### config.mk
export PLATFORM = sky130hd
export DESIGN_NAME = instr_decoder
export DESIGN_NICKNAME = d
export VERILOG_FILES = /design/src/rtl/instr_decoder.sv
export SDC_FILE = /design/constraint.sdc
export NUM_CORES = 1
export LEC_CHECK = 0
export CAP_MARGIN = 20
export CORE_ASPECT_RATIO = 0.8
export CORE_MARGIN = 2
export CORE_UTILIZATION = 30
export CTS_BUF_LIST = sky130_fd_sc_hd__clkbuf_16
export CTS_CLUSTER_DIAMETER = 50
export DETAILED_ROUTE_END_ITERATION = 16
export GPL_ROUTABILITY_DRIVEN = 0
export PLACE_DENSITY = 0.7
export RECOVER_POWER = 25
export SKIP_CTS_REPAIR_TIMING = 1
export SLEW_MARGIN = 25
export SYNTH_ARGS = -nofsm -noshare
export SYNTH_HDL_FRONTEND = slang
export SYNTH_SLANG_ARGS = --single-unit
### constraint.sdc
create_clock -name clk -period 4 [get_ports clk]
set_clock_uncertainty 0.15 [all_clocks]
set_input_delay 0.4 -clock clk [delete_from_list [all_inputs] [get_ports clk]]
set_output_delay 0.4 -clock clk [all_outputs]
set_load 0.1 [all_outputs]
### src/rtl/instr_decoder.sv
// rtl/instr_decoder.sv - MIPS instruction decoder with illegal-instruction status
//
// Purpose:
//   Maps a 32-bit MIPS instruction word to a 6-bit instruction code
//   (63 = illegal) combinationally, and keeps a sticky illegal flag and a
//   saturating illegal counter for words qualified by in_valid.
//
// Configuration:
//   INSTR_DECODER_MULDIV_EN - when defined, op=0x00 also decodes the
//   mult/multu/div/divu/mfhi/mflo/mthi/mtlo functs (codes 43..50);
//   otherwise those functs decode as illegal (63).
//
// Ports:
//   clk            in   1  rising-edge clock for the status registers
//   reset          in   1  synchronous, active-high reset
//   instructure_in in  32  instruction word
//   in_valid       in   1  qualifies instructure_in for the status registers
//   instrCode_out  out  6  combinational instruction code
//   illegal        out  1  combinational, high when instrCode_out = 63
//   illegal_sticky out  1  registered, set by any valid illegal word
//   illegal_cnt    out  8  registered saturating count of valid illegal words

module instr_decoder (
  input  logic        clk,
  input  logic        reset,
  input  logic [31:0] instructure_in,
  input  logic        in_valid,
  output logic [5:0]  instrCode_out,
  output logic        illegal,
  output logic        illegal_sticky,
  output logic [7:0]  illegal_cnt
);

  localparam logic [5:0] CODE_ILLEGAL = 6'd63;

  logic [5:0] op;
  logic [4:0] rt;
  logic [5:0] funct;
  logic [5:0] code;

  assign op    = instructure_in[31:26];
  assign rt    = instructure_in[20:16];
  assign funct = instructure_in[5:0];

  always_comb begin
    code = CODE_ILLEGAL;
    case (op)
      6'h00: begin
        // An all-zero word is NOP, which would otherwise decode as sll.
        if (instructure_in == 32'h0000_0000) begin
          code = 6'd0;
        end else begin
          case (funct)
            6'h21: code = 6'd1;
            6'h23: code = 6'd2;
            6'h20: code = 6'd3;
            6'h22: code = 6'd4;
            6'h24: code = 6'd5;
            6'h25: code = 6'd6;
            6'h26: code = 6'd7;
            6'h27: code = 6'd8;
            6'h2A: code = 6'd9;
            6'h2B: code = 6'd10;
            6'h00: code = 6'd11;
            6'h02: code = 6'd12;
            6'h03: code = 6'd13;
            6'h04: code = 6'd14;
            6'h06: code = 6'd15;
            6'h07: code = 6'd16;
            6'h08: code = 6'd17;
            6'h09: code = 6'd18;
`ifdef INSTR_DECODER_MULDIV_EN
            6'h18: code = 6'd43;
            6'h19: code = 6'd44;
            6'h1A: code = 6'd45;
            6'h1B: code = 6'd46;
            6'h10: code = 6'd47;
            6'h12: code = 6'd48;
            6'h11: code = 6'd49;
            6'h13: code = 6'd50;
`else
            // mult/div family falls through to the illegal default.
`endif
            default: code = CODE_ILLEGAL;
          endcase
        end
      end
      6'h01: begin
        // REGIMM: only bltz/bgez are supported; rt selects which.
        case (rt)
          5'd0:    code = 6'd31;
          5'd1:    code = 6'd32;
          default: code = CODE_ILLEGAL;
        endcase
      end
      6'h08: code = 6'd19;
      6'h09: code = 6'd20;
      6'h0C: code = 6'd21;
      6'h0D: code = 6'd22;
      6'h0E: code = 6'd23;
      6'h0F: code = 6'd24;
      6'h0A: code = 6'd25;
      6'h0B: code = 6'd26;
      6'h04: code = 6'd27;
      6'h05: code = 6'd28;
      6'h06: code = 6'd29;
      6'h07: code = 6'd30;
      6'h02: code = 6'd33;
      6'h03: code = 6'd34;
      6'h20: code = 6'd35;
      6'h24: code = 6'd36;
      6'h21: code = 6'd37;
      6'h25: code = 6'd38;
      6'h23: code = 6'd39;
      6'h28: code = 6'd40;
      6'h29: code = 6'd41;
      6'h2B: code = 6'd42;
      default: code = CODE_ILLEGAL;
    endcase
  end

  assign instrCode_out = code;
  assign illegal       = (code == CODE_ILLEGAL);

  always_ff @(posedge clk) begin
    if (reset) begin
      illegal_sticky <= 1'b0;
      illegal_cnt    <= 8'd0;
    end else if (in_valid && illegal) begin
      illegal_sticky <= 1'b1;
      if (illegal_cnt != 8'hFF) begin
        illegal_cnt <= illegal_cnt + 8'd1;
      end
    end
  end

endmodule

==> impl_metrics.json, run 1 <==
{
  "cts.htree.levels": 1,
  "die_y_microns": 62.1,
  "syn_inst": 181,
  "cpPeakStageDelay_ns": 0.86,
  "crit_end": "illegal",
  "grt_pass1_vias": 1269,
  "max_freq_mhz": 279,
  "slew_violations": 0,
  "ir_drop_mv": 0.225,
  "antenna_found_initial": 0,
  "worst-r2r-setup-slack_ns": 1.81,
  "layout-drive-gt1-share_pct": 9.65,
  "grt_pass1_wl_microns": 5800,
  "yosys_warnings": 0,
  "coreArea_sq_um": 4130,
  "grt_max_degree": 20,
  "die-area_sq_um": 4760,
  "p_leak_uw": 0.000745,
  "synth_area_sq_um": 1270,
  "worstSetupPathDepth": 8,
  "start_kind": "primary input",
  "wire_per_inst_microns": 12.1,
  "numCtsBuffers": 3,
  "initial_core_util_pct": 30.7,
  "synth-seq-area-share_pct": 14.2,
  "drv_cap": 0,
  "r2r-start": "illegal_cnt[0]$_SDFFE_PP0P_",
  "grt_overflow_total": 0,
  "cts_sinks": 9,
  "p_per_area_nw_per_um2": 246,
  "arrival_ns": 3.03,
  "worst_r2r_endpoint": "illegal_cnt[7]$_SDFFE_PP0P_",
  "io_buffers": 50,
  "drtIter0Drc": 125,
  "synth_edf_count": 0,
  "wl_microns": 3450,
  "critPathMaxFanout": 19,
  "cts_tree": "built",
  "syn_nets": 223,
  "die_x_microns": 76.6,
  "crit_family": "simple AND/OR/NAND/NOR gates",
  "required_ns": 3.45,
  "period_share_pct": 89.5,
  "slew_headroom_pct": 35.1,
  "rsz0062_at_grt": "false",
  "crit_buf_inv": 2,
  "hold_viol_final": 0,
  "setup_tns_ns": 0,
  "ant_nets": 0,
  "path_cells": "clkdlybuf4s50_1 -> nor3b_1 -> and3_1 -> nor4_1 -> a22oi_1 -> o211ai_1 -> nor3b_4 -> buf_12",
  "synth_area_per_cell_sq_um": 7.00,
  "viasPerCell": 5.28,
  "synth_cell_types": 51,
  "grtUsageTotal_pct": 14.4,
  "crit_slowest_cell": "clkdlybuf4s50_1",
  "area_growth_pct": 53.6,
  "preCtsSetupSlack_ns": 0.356,
  "antennaDiodeCount": 0,
  "reg2regPathDepth": 7,
  "ys.flop_type": "dfxtp_1",
  "cts.reportedPaths.clkPinSlew_ns": 0.04,
  "layout_common_cells": "clkdlybuf4s50_1, o21ai_0, nor2_1, a21oi_1, buf_4",
  "crit_start": "instructure_in[29]",
  "ys_ff_latch": 9,
  "insertion_delay_ns": 0.23,
  "dr.pass1.iters": 4,
  "io_pins": 51,
  "setup_violations": 0,
  "min_path_type": "reg -> reg",
  "worst_slack_ns": 0.422,
  "status": "complete, no violations",
  "via_count": 1504,
  "post-route-drc-count": 0,
  "cts_max_path_buffers": 2,
  "layout.cells.most_common": "clkdlybuf4s50_1",
  "row_count": 21,
  "nets": 271,
  "critPathCaptureType": "output pin",
  "dpl.hpwl_microns": 2760,
  "tightestPinTransition_ns": 0.971,
  "worstSetupPathType": "in -> out",
  "cts_root_buf": "clkbuf_16",
  "min_period_ns": 3.58,
  "async_reset_ff_share_pct": 0
}
[how the worst min path moves through the flow]
stage / depth (start not counted) / slack, ns / endpoint / from
after CTS: 2 / 0.33 / illegal_sticky$_SDFFE_PP0P_ / illegal_sticky$_SDFFE_PP0P_
after floorplan: 2 / 0.39 / illegal_sticky$_SDFFE_PP0P_ / in_valid
after global placement: 2 / 0.30 / illegal_sticky$_SDFFE_PP0P_ / illegal_sticky$_SDFFE_PP0P_
after global routing: 2 / 0.35 / illegal_sticky$_SDFFE_PP0P_ / illegal_sticky$_SDFFE_PP0P_
after detailed placement: 2 / 0.32 / illegal_sticky$_SDFFE_PP0P_ / illegal_sticky$_SDFFE_PP0P_
final: 2 / 0.31 / illegal_sticky$_SDFFE_PP0P_ / illegal_sticky$_SDFFE_PP0P_
[registers in the layout, summed over array words and instances (netlist names)]
signal and count:
illegal_sticky 1, illegal_cnt 8
[per-layer routing]
layer / vias to the layer above / GRT usage, % / wire length (microns)
li1: 780 / - / -
met1: 671 / 21.4 / 1750
met2: 51 / 22.1 / 1500
met3: 2 / 2.03 / 178
met4: 0 / 2.73 / 20
met5: - / 0 / 0
[final cells by class]
cell class                 instances  area (sq um)
clock inverter                     1          3.75
multi-input combinational        150          1040
fill                             406          2180
sequential                         9           180
inverter                           8          30.0
tap                               57          71.3
timing repair buffer              57           548
clock buffer                       3          75.1
[metrics by stage]
step | cell area (sq um) | hold WS [ns] | total power (uW) | std cells | util, %
after floorplan | 1310 | 0.391 | 235 | 181 | -
after global placement | 1870 | 0.299 | 305 | 281 | 45.2
after detailed placement | 1870 | 0.317 | 306 | 281 | 45.2
after CTS | 1940 | 0.328 | 481 | 285 | 47.1
after global routing | 1940 | 0.348 | 501 | 285 | 47.1
final | 1940 | 0.313 | 478 | 285 | 47.1
[worst register-to-register path, stage by stage, from the launching register on]
cell	delay, ns
dfxtp_1	0.36
ha_1	0.25
and3_1	0.20
nand3_1	0.09
nand3_1	0.09
or3_1	0.43
or4_1	0.50
nand2_1	0.07
[power by group]
group          switching, uW  internal [uW]
Clock                   42.1            131
Combinational            130           81.1
Sequential              2.20           92.2
Total                    174            304
[kinds of logic (layout without fill, tap and decap cells)]
family | count (synthesis) | count (layout) | share of synthesized area [%]
simple gates | 76 | 76 | 35.2
flops | 9 | 9 | 14.2
fa+ha+maj | 7 | 7 | 6.92
compound gates | 58 | 58 | 29.2
xor+xnor | 3 | 3 | 2.08
buf+inv | 22 | 69 | 7.61
mux | 6 | 6 | 4.74
[synthesized netlist by cell type (all sizes together), types with 2 or more instances]
cell     instances  share of area (%)
o21ai           18                7.1
a21oi           15                5.9
nor2            15                4.4
dfxtp            9                 14
clkbuf           8                2.5
inv              8                2.4
nor4             8                4.0
ha               7                6.9
nand2            7                2.1
nand3            7                2.8
buf              6                2.8
mux2i            6                4.7
or3              6                3.0
and3             5                2.5
nand3b           5                3.0
nor3b            5                3.0
o211ai           5                3.0
a211oi           3                2.2
nand4            3                1.5
nor2b            3                1.5
a21o             2                1.2
a31oi            2               0.99
and4b            2                1.6
nor4b            2                1.4
o2111ai          2                1.4
xnor2            2                1.4
Power figures use the tool's default switching activity.
==> run 2: changes to the inputs <==
--- a/config.mk
+++ b/config.mk
@@ -5,15 +5,16 @@
 export SDC_FILE = /design/constraint.sdc
 export NUM_CORES = 1
 export LEC_CHECK = 0
+export ABC_AREA = 1
 export CAP_MARGIN = 20
 export CORE_ASPECT_RATIO = 0.8
-export CORE_MARGIN = 2
 export CORE_UTILIZATION = 30
 export CTS_BUF_LIST = sky130_fd_sc_hd__clkbuf_16
 export CTS_CLUSTER_DIAMETER = 50
 export DETAILED_ROUTE_END_ITERATION = 16
 export GPL_ROUTABILITY_DRIVEN = 0
-export PLACE_DENSITY = 0.7
+export HOLD_SLACK_MARGIN = 0.05
+export PLACE_DENSITY = 0.67
 export RECOVER_POWER = 25
 export SKIP_CTS_REPAIR_TIMING = 1
 export SLEW_MARGIN = 25
==> run 2 against run 1 <==
  * The flow now finishes with violations (design-rule violations)
  * Worst setup slack improved by 0.45 ns
  * Count of clock-buffer cells in the layout did not move
  * Clock power hardly changed
  * Global-route usage grew 1.3 points
  * Wire length grew 26%
  * First-iteration DRC count is 5.6% lower
  * Flip-flop and latch count unchanged
  * Register-to-register slack gained 0.45 ns
  * Power increased by 16%
  * Maximum frequency is 14% higher
  * Critical path type unchanged
==> impl_metrics.json, run 2 <==
{
  "critPathMaxFanout": 7,
  "start_kind": "primary input",
  "dr.pass1.iters": 10,
  "layout.cells.most_common": "nand2_1",
  "yosys_warnings": 0,
  "wl_microns": 4340,
  "p_per_area_nw_per_um2": 246,
  "biggestRegsByFlops": "illegal_cnt: 8 flops, illegal_sticky: 1 flops",
  "synth-seq-area-share_pct": 11.2,
  "nets": 405,
  "die_y_microns": 67.6,
  "arrival_ns": 2.58,
  "clkPwrFrac_pct": 31.7,
  "setup_tns_ns": 0,
  "drv_cap": 0,
  "layout_common_cells": "nand2_1, nor2_1, inv_1",
  "fin_hold_ws_ns": 0.299,
  "violations": "design-rule violations",
  "via_count": 1935,
  "synth_edf_count": 0,
  "crit_buf_inv": 4,
  "coreArea_sq_um": 5090,
  "wire_per_inst_microns": 10.2,
  "finalPower_uw": 553,
  "p_leak_uw": 0.00108,
  "cts_max_path_buffers": 2,
  "tightestPinTransition_ns": 0.975,
  "viasPerCell": 4.56,
  "cts_sinks": 9,
  "row_count": 23,
  "largest_reg_flops": 8,
  "seqPwrFrac_pct": 17.2,
  "syn_nets": 352,
  "power_frac_comb_pct": 51.1,
  "antennaDiodeCount": 0,
  "p_switching_uw": 246,
  "cp_common_cell": "nand2_1",
  "numCtsBuffers": 3,
  "largest-register": "illegal_cnt",
  "intPower_uw": 307,
  "path_cells": "clkdlybuf4s50_1 -> inv_1 -> ha_1 -> inv_1 -> nand2_1 -> nand3_1 -> nand3_1 -> nand2_1 -> nor2_1 -> nand2_1 -> nand3_2 -> nand2_2 -> nor3_2 -> buf_4",
  "grt_pass1_vias": 1729,
  "yosys-top-cells-count": "nand2_1, nor2_1, inv_1",
  "slew_violations": 0,
  "cts_tree": "built",
  "drtIter0Drc": 118,
  "ir_drop_mv": 0.141,
  "synth_top_cell_by_area": "nand2_1",
  "die_x_microns": 84.0,
  "layout-drive-gt1-share_pct": 11.3,
  "setup_violations": 0,
  "post-route-drc-count": 8,
  "rsz0062_at_grt": "false",
  "dpl.hpwl_microns": 3560,
  "hold_viol_final": 0,
  "grt_overflow_total": 0,
  "cts.reportedPaths.clkPinSlew_ns": 0.04,
  "initial_core_util_pct": 31.7,
  "cts_root_buf": "clkbuf_16",
  "crit_slowest_cell": "clkdlybuf4s50_1",
  "antenna_found_initial": 0,
  "min_period_ns": 3.13,
  "cts.htree.levels": 1,
  "syn_inst": 310,
  "crit_family": "buffers and inverters",
  "ys_ff_latch": 9,
  "ant_nets": 0,
  "async_reset_ff_share_pct": 0,
  "area_growth_pct": 39.1,
  "cpPeakStageDelay_ns": 0.54,
  "io_pins": 51,
  "max_freq_mhz": 319,
  "critPathCaptureType": "output pin",
  "ys.flop_type": "dfxtp_1",
  "synth_top_area_share_pct": 19.3,
  "synth_area_per_cell_sq_um": 5.21,
  "io_buffers": 50,
  "die-area_sq_um": 5680,
  "grt_pass1_wl_microns": 7310,
  "min_path_type": "reg -> reg",
  "slew_headroom_pct": 34.8,
  "ys_top_cells_by_area": "nand2_1, nor2_1, nand3_1",
  "synth_cell_types": 26,
  "worstSetupPathType": "in -> out",
  "yosysMostFrequentCell": "nand2_1",
  "insertion_delay_ns": 0.23,
  "required_ns": 3.45,
  "period_share_pct": 78.3,
  "grt_max_degree": 15,
  "netSwitchingFraction_pct": 44.4,
  "status": "complete, but fails checks",
  "grtUsageTotal_pct": 15.6,
  "synth_area_sq_um": 1620
}
==> run 2: cell count changes after synthesis, moves of 6 or more <==
cell,change
clkbuf_1,-7
nor2_1,+57
inv_2,+6
o21ai_0,-14
nand3_1,+33
nor4_1,-7
mux2i_1,-6
or3_1,-6
nand2_1,+76
inv_1,+36
a21oi_1,-12
==> run 2: layout make-up <==
class / instances / area (sq um)
Sequential cell: 9 / 180
Multi-Input combinational cell: 248 / 1230
Clock buffer: 3 / 75.1
Clock inverter: 1 / 3.75
Inverter: 51 / 193
Fill cell: 541 / 2850
Tap cell: 62 / 77.6
Timing Repair Buffer: 50 / 483
==> run 2: final timing paths <==
check | start | endpoint | slack [ns] | depth (start not counted)
worst max-delay path | instructure_in[1] | illegal | 0.87 | 14
worst min-delay path | illegal_sticky$_SDFFE_PP0P_ | illegal_sticky$_SDFFE_PP0P_ | 0.30 | 2
worst max register to register | illegal_cnt[0]$_SDFFE_PP0P_ | illegal_cnt[7]$_SDFFE_PP0P_ | 2.26 | 11
worst min register to register | illegal_sticky$_SDFFE_PP0P_ | illegal_sticky$_SDFFE_PP0P_ | 0.30 | 2
==> run 2: worst min-delay path: cells and delay by family (launching register included) <==
kind / cells / cell delay [ns]
buf+inv: 1 / 0.05
compound gates: 1 / 0.05
flops: 1 / 0.30
==> run 2: cells by family after synthesis <==
family | synth area share, %
simple gates | 65.1
buf+inv | 12.7
compound gates | 5.65
flops | 11.2
fa+ha+maj | 5.42
==> run 2: stage by stage <==
stage	util [%]	instances	setup WS, ns	instance area (sq um)
2_1_floorplan	-	310	0.157	1620
4_1_cts	44.1	424	0.887	2250
3_3_place_gp	42.6	420	0.927	2170
5_1_grt	44.1	424	0.658	2250
3_5_place_dp	42.6	420	0.898	2170
6_report	44.1	424	0.867	2250
==> run 2: routing by layer <==
layer | routed length [microns] | part of all wire [%] | global-route usage (%) | up-vias
met4 | 46 | 1.1 | 4.74 | 0
li1 | - | - | - | 1067
met3 | 197 | 4.5 | 2.69 | 6
met2 | 1850 | 43 | 25.3 | 45
met1 | 2250 | 52 | 21.4 | 817
met5 | 0 | 0 | 0 | -
==> run 2: power groups by stage <==
stage | Sequential, uW | Combinational [uW] | Clock, uW
floorplan | 118 | 178 | 0
finish | 95.1 | 283 | 175
global route | 95.4 | 302 | 186
detailed placement | 96.6 | 282 | 0
CTS | 95.2 | 283 | 178
global placement | 96.6 | 281 | 0
